$ cat src/rtl/mem_arbiter.sv
// Two-requester memory arbiter: an instruction port and a data port share one bus.
// Alternating priority under contention, single outstanding transaction, cycle-count timeout.
module mem_arbiter #(
    parameter int ADDR_W  = 27,
    parameter int TIMEOUT = 1023
) (
    input  logic              clk,
    input  logic              reset,
    input  logic              i_req,
    input  logic [ADDR_W-1:0] i_addr,
    output logic              i_ready,
    output logic [31:0]       i_q,
    input  logic              d_req,
    input  logic              d_we,
    input  logic [ADDR_W-1:0] d_addr,
    input  logic [31:0]       d_data,
    output logic              d_ready,
    output logic [31:0]       d_q,
    output logic              bus_start,
    output logic              bus_we,
    output logic [ADDR_W-1:0] bus_addr,
    output logic [31:0]       bus_data,
    input  logic [31:0]       bus_q,
    input  logic              bus_done,
    output logic              err
);

    typedef enum logic [1:0] {IDLE, BUSY_I, BUSY_D, DONE} state_t;
    typedef enum logic {GRANT_I, GRANT_D} grant_t;

    // Counter holds the number of BUSY cycles already completed, so the
    // TIMEOUT-th BUSY cycle is the one where it equals TIMEOUT-1.
    localparam logic [9:0] CNT_LAST = 10'(TIMEOUT - 1);

    state_t     state, state_nx;
    grant_t     last_grant;
    logic [9:0] cnt;
    logic       grant_i, grant_d, finish, expire, busy;

    assign busy = (state == BUSY_I) || (state == BUSY_D);

    always_comb begin
        state_nx = state;
        grant_i  = 1'b0;
        grant_d  = 1'b0;
        finish   = 1'b0;
        expire   = 1'b0;
        case (state)
            IDLE: begin
                if (i_req && d_req) begin
                    grant_i = (last_grant == GRANT_D);
                    grant_d = (last_grant == GRANT_I);
                end else begin
                    grant_i = i_req;
                    grant_d = d_req;
                end
                if (grant_i)
                    state_nx = BUSY_I;
                else if (grant_d)
                    state_nx = BUSY_D;
            end
            BUSY_I, BUSY_D: begin
                if (bus_done)
                    finish = 1'b1;
                else if (cnt == CNT_LAST)
                    expire = 1'b1;
                if (finish || expire)
                    state_nx = DONE;
            end
            DONE:    state_nx = IDLE;
            default: state_nx = IDLE;
        endcase
    end

    always_ff @(posedge clk) begin
        if (!reset) begin
            state      <= IDLE;
            last_grant <= GRANT_I;
            cnt        <= '0;
            i_ready    <= 1'b0;
            d_ready    <= 1'b0;
            i_q        <= '0;
            d_q        <= '0;
            bus_start  <= 1'b0;
            bus_we     <= 1'b0;
            bus_addr   <= '0;
            bus_data   <= '0;
            err        <= 1'b0;
        end else begin
            state     <= state_nx;
            bus_start <= grant_i | grant_d;
            i_ready   <= (state == BUSY_I) && (finish || expire);
            d_ready   <= (state == BUSY_D) && (finish || expire);
            err       <= expire;

            if (grant_i) begin
                last_grant <= GRANT_I;
                cnt        <= '0;
                bus_we     <= 1'b0;
                bus_addr   <= i_addr;
                bus_data   <= '0;
            end else if (grant_d) begin
                last_grant <= GRANT_D;
                cnt        <= '0;
                bus_we     <= d_we;
                bus_addr   <= d_addr;
                bus_data   <= d_data;
            end else if (busy) begin
                cnt <= cnt + 10'd1;
            end

            if ((state == BUSY_I) && (finish || expire))
                i_q <= finish ? bus_q : '1;
            if ((state == BUSY_D) && (finish || expire))
                d_q <= finish ? bus_q : '1;
        end
    end

endmodule

$ cat config.mk
export PLATFORM = sky130hd
export DESIGN_NAME = mem_arbiter
export DESIGN_NICKNAME = d
export VERILOG_FILES = /design/src/rtl/mem_arbiter.sv
export SDC_FILE = /design/constraint.sdc
export NUM_CORES = 1
export LEC_CHECK = 0
export CAP_MARGIN = 20
export CORE_MARGIN = 4
export CORE_UTILIZATION = 41
export DETAILED_ROUTE_END_ITERATION = 10
export GPL_ROUTABILITY_DRIVEN = 1
export PLACE_DENSITY = 0.82
export SETUP_SLACK_MARGIN = 0.05
export SLEW_MARGIN = 40
export SYNTH_ARGS = -nofsm -noshare
export SYNTH_HDL_FRONTEND = slang
export SYNTH_SLANG_ARGS = --single-unit
$ cat constraint.sdc
create_clock -name clk -period 2.15 [get_ports clk]
set_input_delay 0.43 -clock clk [delete_from_list [all_inputs] [get_ports clk]]
set_output_delay 0.43 -clock clk [all_outputs]
set_load 0.005 [all_outputs]
### Yosys cells after proc, flatten, opt, wreduce, memory -nomap -nowiden

Index checks and enable logic that the tools add are counted.

* add/sub/neg operators: 1
* multipliers: 0
* div/mod/pow operators: 0
* magnitude comparators: 0
* eq/ne operators: 6
* shift operators: 0
* muxes and demuxes: 20
* bitwise logic cells: 3
* reduce and logical (&&, ||, !) cells: 12

Operators by type and width (count)
* 27-bit 2-to-1 mux: 2
* 32-bit 2-to-1 mux: 1
* 1-bit 2-to-1 mux: 13
* 10-bit by 1-bit adder with 10-bit output, second input constant: 1
* 10-bit == test, second input constant: 1
* 2-bit 2-to-1 mux: 3
* 2-bit case mux with 3 select lines: 1
* 2-bit == test, second input constant: 2
* 2-bit OR reduction: 2
* 1-bit logical AND: 3
* 1-bit logical OR: 3
* 3-bit != test, second input constant: 1
* 3-bit OR reduction: 1
* 2-bit by 1-bit == test with 1-bit output, second input constant: 1
* 2-bit zero test: 1
* 2-bit != test, second input constant: 1
* 1-bit inverter: 2
* 2-bit AND reduction: 1
* 2-bit nonzero test: 1
* 1-bit OR: 1

* flip-flop bits (word level): 141
* bits in latches: 0
* bits in writable memories: 0
* ROM bits: 0
* logic and storage cells: 54
* memories kept: 0

### Longest topological paths before layout

* word-level depth: 7
* gate-level depth with buffers: 8

### Worst setup path before layout

No wires, ideal clock.

* path kind: register to register
* start point: reg state[1]
* end point: reg d_q[2]
* setup time: 119 ps
* data arrival time: 1505 ps
* data required time: 2031 ps
* setup slack: 527 ps
* cell stages (with the launch flop): 7
* path through: dfxtp_1 inv_1 ha_1 buf_2 nand3_1 clkbuf_1 o221a_2

* word-level cells in the longest chain between the ends: 5
* elaborated cells on any way between the ends: 8
* those cells by class: eq/ne (2); mux (3); reduce/logical (3)

Ends and longest elaborated chain
* from (decl): RTL line 35 `state_t state, state_nx;`
* from (signal assigned): RTL line 90 `state <= state_nx;`
* 2-bit by 1-bit == test with 1-bit output or 2-bit == test (tied branches): RTL line 48, 114
* 2-bit OR reduction: RTL line 48 `case (state)`
* 1-bit 2-to-1 mux: RTL line 48
* 1-bit logical OR: RTL line 114 `if ((state == BUSY_D) && (finish || expire))`
* 1-bit logical AND: RTL line 114
* to (signal assigned): RTL line 115 `d_q <= finish ? bus_q : '1;`
* to (decl): RTL line 18 `output logic [31:0] d_q,`

Several ways; a longest one is shown, not always the timed one.
A chain may end at the register's enable or synchronous reset.

### Worst setup path after layout

* start point: reg state[1]
* end point: reg d_q[27]

Same word-level chain as after synthesis.

==> reports/metrics.cfg <==
[sta]
min_period_over_period_pct = 92.3
max_slew_margin_pct = 50.3
setup_viol = 0
worst_slew_pin_slew_ns = 0.743
final.setup.tns_ns = 0
layout_setup_ws_ns = 0.167
finalHoldViolations = 0
skew_ns = 0.00655
rsz0062_at_grt = true
max_freq_ghz = 0.504
maxSlewViolCount = 0
period_needed_ns = 1.98

[detailed_routing]
routed_wl_um = 16900
final_antenna_net_count = 0
first_pass_iters = 4
viasPerCell = 5.32
drcViolationCount = 0
dr_total_vias = 5090
drt_iter0_drc = 427
wl_per_cell_um = 17.6

[power_and_ir_drop]
power.density_mw_per_mm2 = 1050
p_leak_uw = 0.00308
vdd_ir_drop_max_v = 0.000645
fin_total_pwr_uw = 8890

[critical_path]
crit_required_ns = 2.50
reg2reg_slack_ns = 0.17
critPathSlowestCell = nor2_4
crit_path_end_kind = flop
path_max_fanout = 32
crit_type = flop to flop
worstSetupStartpoint = state[1]$_SDFFE_PN0P_
crit_path_start_kind = flop
crit_buf_inv = 1
r2r-start = state[1]$_SDFFE_PN0P_
cp_cell_sequence = inv_1, ha_1, nand2_1, nor2_4, o221a_2
crit_family = simple AND/OR/NAND/NOR gates
worstPathArrival_ns = 2.34
slowest_delay_ns = 0.61

[run_status]
status = finished clean

[floorplan]
io_pins = 252
design.die.area_mm2 = 0.0147
die_w_um = 121
start_util_pct = 41.8
placementRows = 41
die_h_um = 121
fp.coreArea_mm2 = 0.0126

[synth]
ys_seq_elements = 141
synth_nets = 665
yosysUniqueCellTypes = 35
synth_cells = 536
netlist_area_mm2 = 0.00526
yosysSeqAreaShare_pct = 53.7
synthesis.yosys.warnings = 0
syn_avg_cell_area_um2 = 9.80

[min_path]
holdCritStartpoint = reset
hold_class = input port to flop

[cts]
clock-root-buffer = clkbuf_16
cts.clk_slew.worst_paths_ns = 0.06
cts_buffers = 17
holdBufCountCts = 0
cts_resized = 0
cts-htree-levels = 4
post-cts-setup-buffers = 0
cts_tree = built
clock-sinks = 141
clockBufferDepth = 2
clk_latency_ns = 0.42

[grt]
grt_pass1_vias = 5029
grt_usage_pct = 22.5
antenna_found_initial = 0
grt_max_degree = 61
grt_pass1_wl_um = 26200
gr-total-overflow = 0

[place]
routabilityCongestion = 0.820
dp_hpwl_um = 11900
dp.cells = 925
pre_cts_ws_ns = 0.0428
port_buffers = 251

[final_layout]
layout.nets = 901
antenna_cells = 0
instances_no_fill = 956
multi_input_area_mm2 = 0.00217
seqCellArea_mm2 = 0.00282
fillers = 962
area_growth_syn_to_layout_pct = 61.3
drive_above_1_share_pct = 11.6

[flow_run]
drv_cap = 0

tightest hold or removal path: stages:
cell     delay (ns)
buf_2          0.20
nand2_1        0.09
nor2_1         0.04
state kept, by name, indices dropped and copies added (netlist names):
name        count
last_grant      1
bus_we          1
i_q            32
bus_addr       27
bus_start       1
d_ready         1
i_ready         1
cnt            10
bus_data       32
err             1
state           2
d_q            32
cells by family after synthesis:
| group | after synthesis | share of synthesized area [%] |
|---|---|---|
| compound gates | 132 | 22.8 |
| simple gates | 194 | 15.2 |
| mux | 2 | 0.405 |
| fa+ha+maj | 5 | 1.19 |
| xor+xnor | 9 | 1.50 |
| flops | 141 | 53.7 |
| buf+inv | 53 | 5.21 |
power by group:
group / switching, uW / total (uW) / internal, uW
combinational: 1190 / 2580 / 1390
clock: 1130 / 2990 / 1860
sequential: 259 / 3310 / 3050
total: 2580 / 8890 / 6310
synth_stat cells:
cell | count | area, um^2
a21oi_1 | 35 | 175
xor2_1 | 8 | 70.1
o221a_2 | 34 | 383
buf_4 | 2 | 15.0
nand3_1 | 8 | 40.0
inv_2 | 1 | 3.75
clkbuf_1 | 22 | 82.6
o211ai_2 | 1 | 12.5
and4_1 | 1 | 8.76
buf_2 | 18 | 90.1
o221a_1 | 30 | 338
and3_1 | 4 | 25.0
buf_6 | 6 | 67.6
nor2_1 | 42 | 158
inv_1 | 4 | 15.0
nand2b_1 | 1 | 6.26
mux2_2 | 1 | 11.3
nor2_4 | 2 | 22.5
nand4_1 | 2 | 12.5
mux2i_1 | 1 | 10.0
nor2b_1 | 1 | 6.26
xnor2_1 | 1 | 8.76
a211oi_1 | 1 | 7.51
and2_1 | 1 | 6.26
ha_1 | 5 | 62.6
and3_2 | 1 | 7.51
a311oi_1 | 27 | 236
a31oi_4 | 1 | 21.3
o21ai_0 | 1 | 5.00
dfxtp_1 | 141 | 2820
o211ai_1 | 1 | 7.51
and2b_2 | 1 | 8.76
nand2_1 | 129 | 484
and4_4 | 1 | 11.3
a22oi_2 | 1 | 12.5
through the flow:
stage / instance area [um^2] / hold slack [ns] / utilization (%)
4_1_cts: 8470 / 0.378 / 67.4
3_3_place_gp: 7870 / 0.442 / 62.6
6_report: 8470 / 0.406 / 67.4
2_1_floorplan: 5260 / 0.451 / -
3_5_place_dp: 7870 / 0.448 / 62.6
5_1_grt: 8470 / 0.421 / 67.4
cell usage in the layout, fill, tap and decap left out, types with 4 or more instances in the layout:
cell type          n
a311oi_1          27
clkdlybuf4s50_1  250
clkinvlp_4         4
nand3_1            7
o221a_1           30
buf_4             12
nand2_1          129
a21oi_1           35
o221a_2           34
dfxtp_1          141
ha_1               5
clkbuf_16         17
inv_1              4
xor2_1             8
nor2_1            42
final timing paths:
| path | to | cells past startpoint |
|---|---|---|
| max | d_q[27]$_SDFFE_PN0P_ | 5 |
| min | err$_SDFF_PN0_ | 3 |
| max reg2reg | d_q[27]$_SDFFE_PN0P_ | 5 |
| min reg2reg | bus_data[17]$_SDFFE_PP0P_ | 2 |
area by class of cell:
class	count	share of cell area, %
clock inverters	12	1.93
multi-input cells	342	25.6
repair buffers	265	31.1
flip-flops and latches	141	33.3
well taps	172	2.54
inverters	5	0.221
clock buffers	19	5.23
layer usage:
metal  track usage [%]  part of all wire, %
met1              25.9                   40
met2              37.6                   48
met3              10.1                   12
met4              6.79                  1.3
met5                 0                    0
Power figures use the tool's default switching activity.
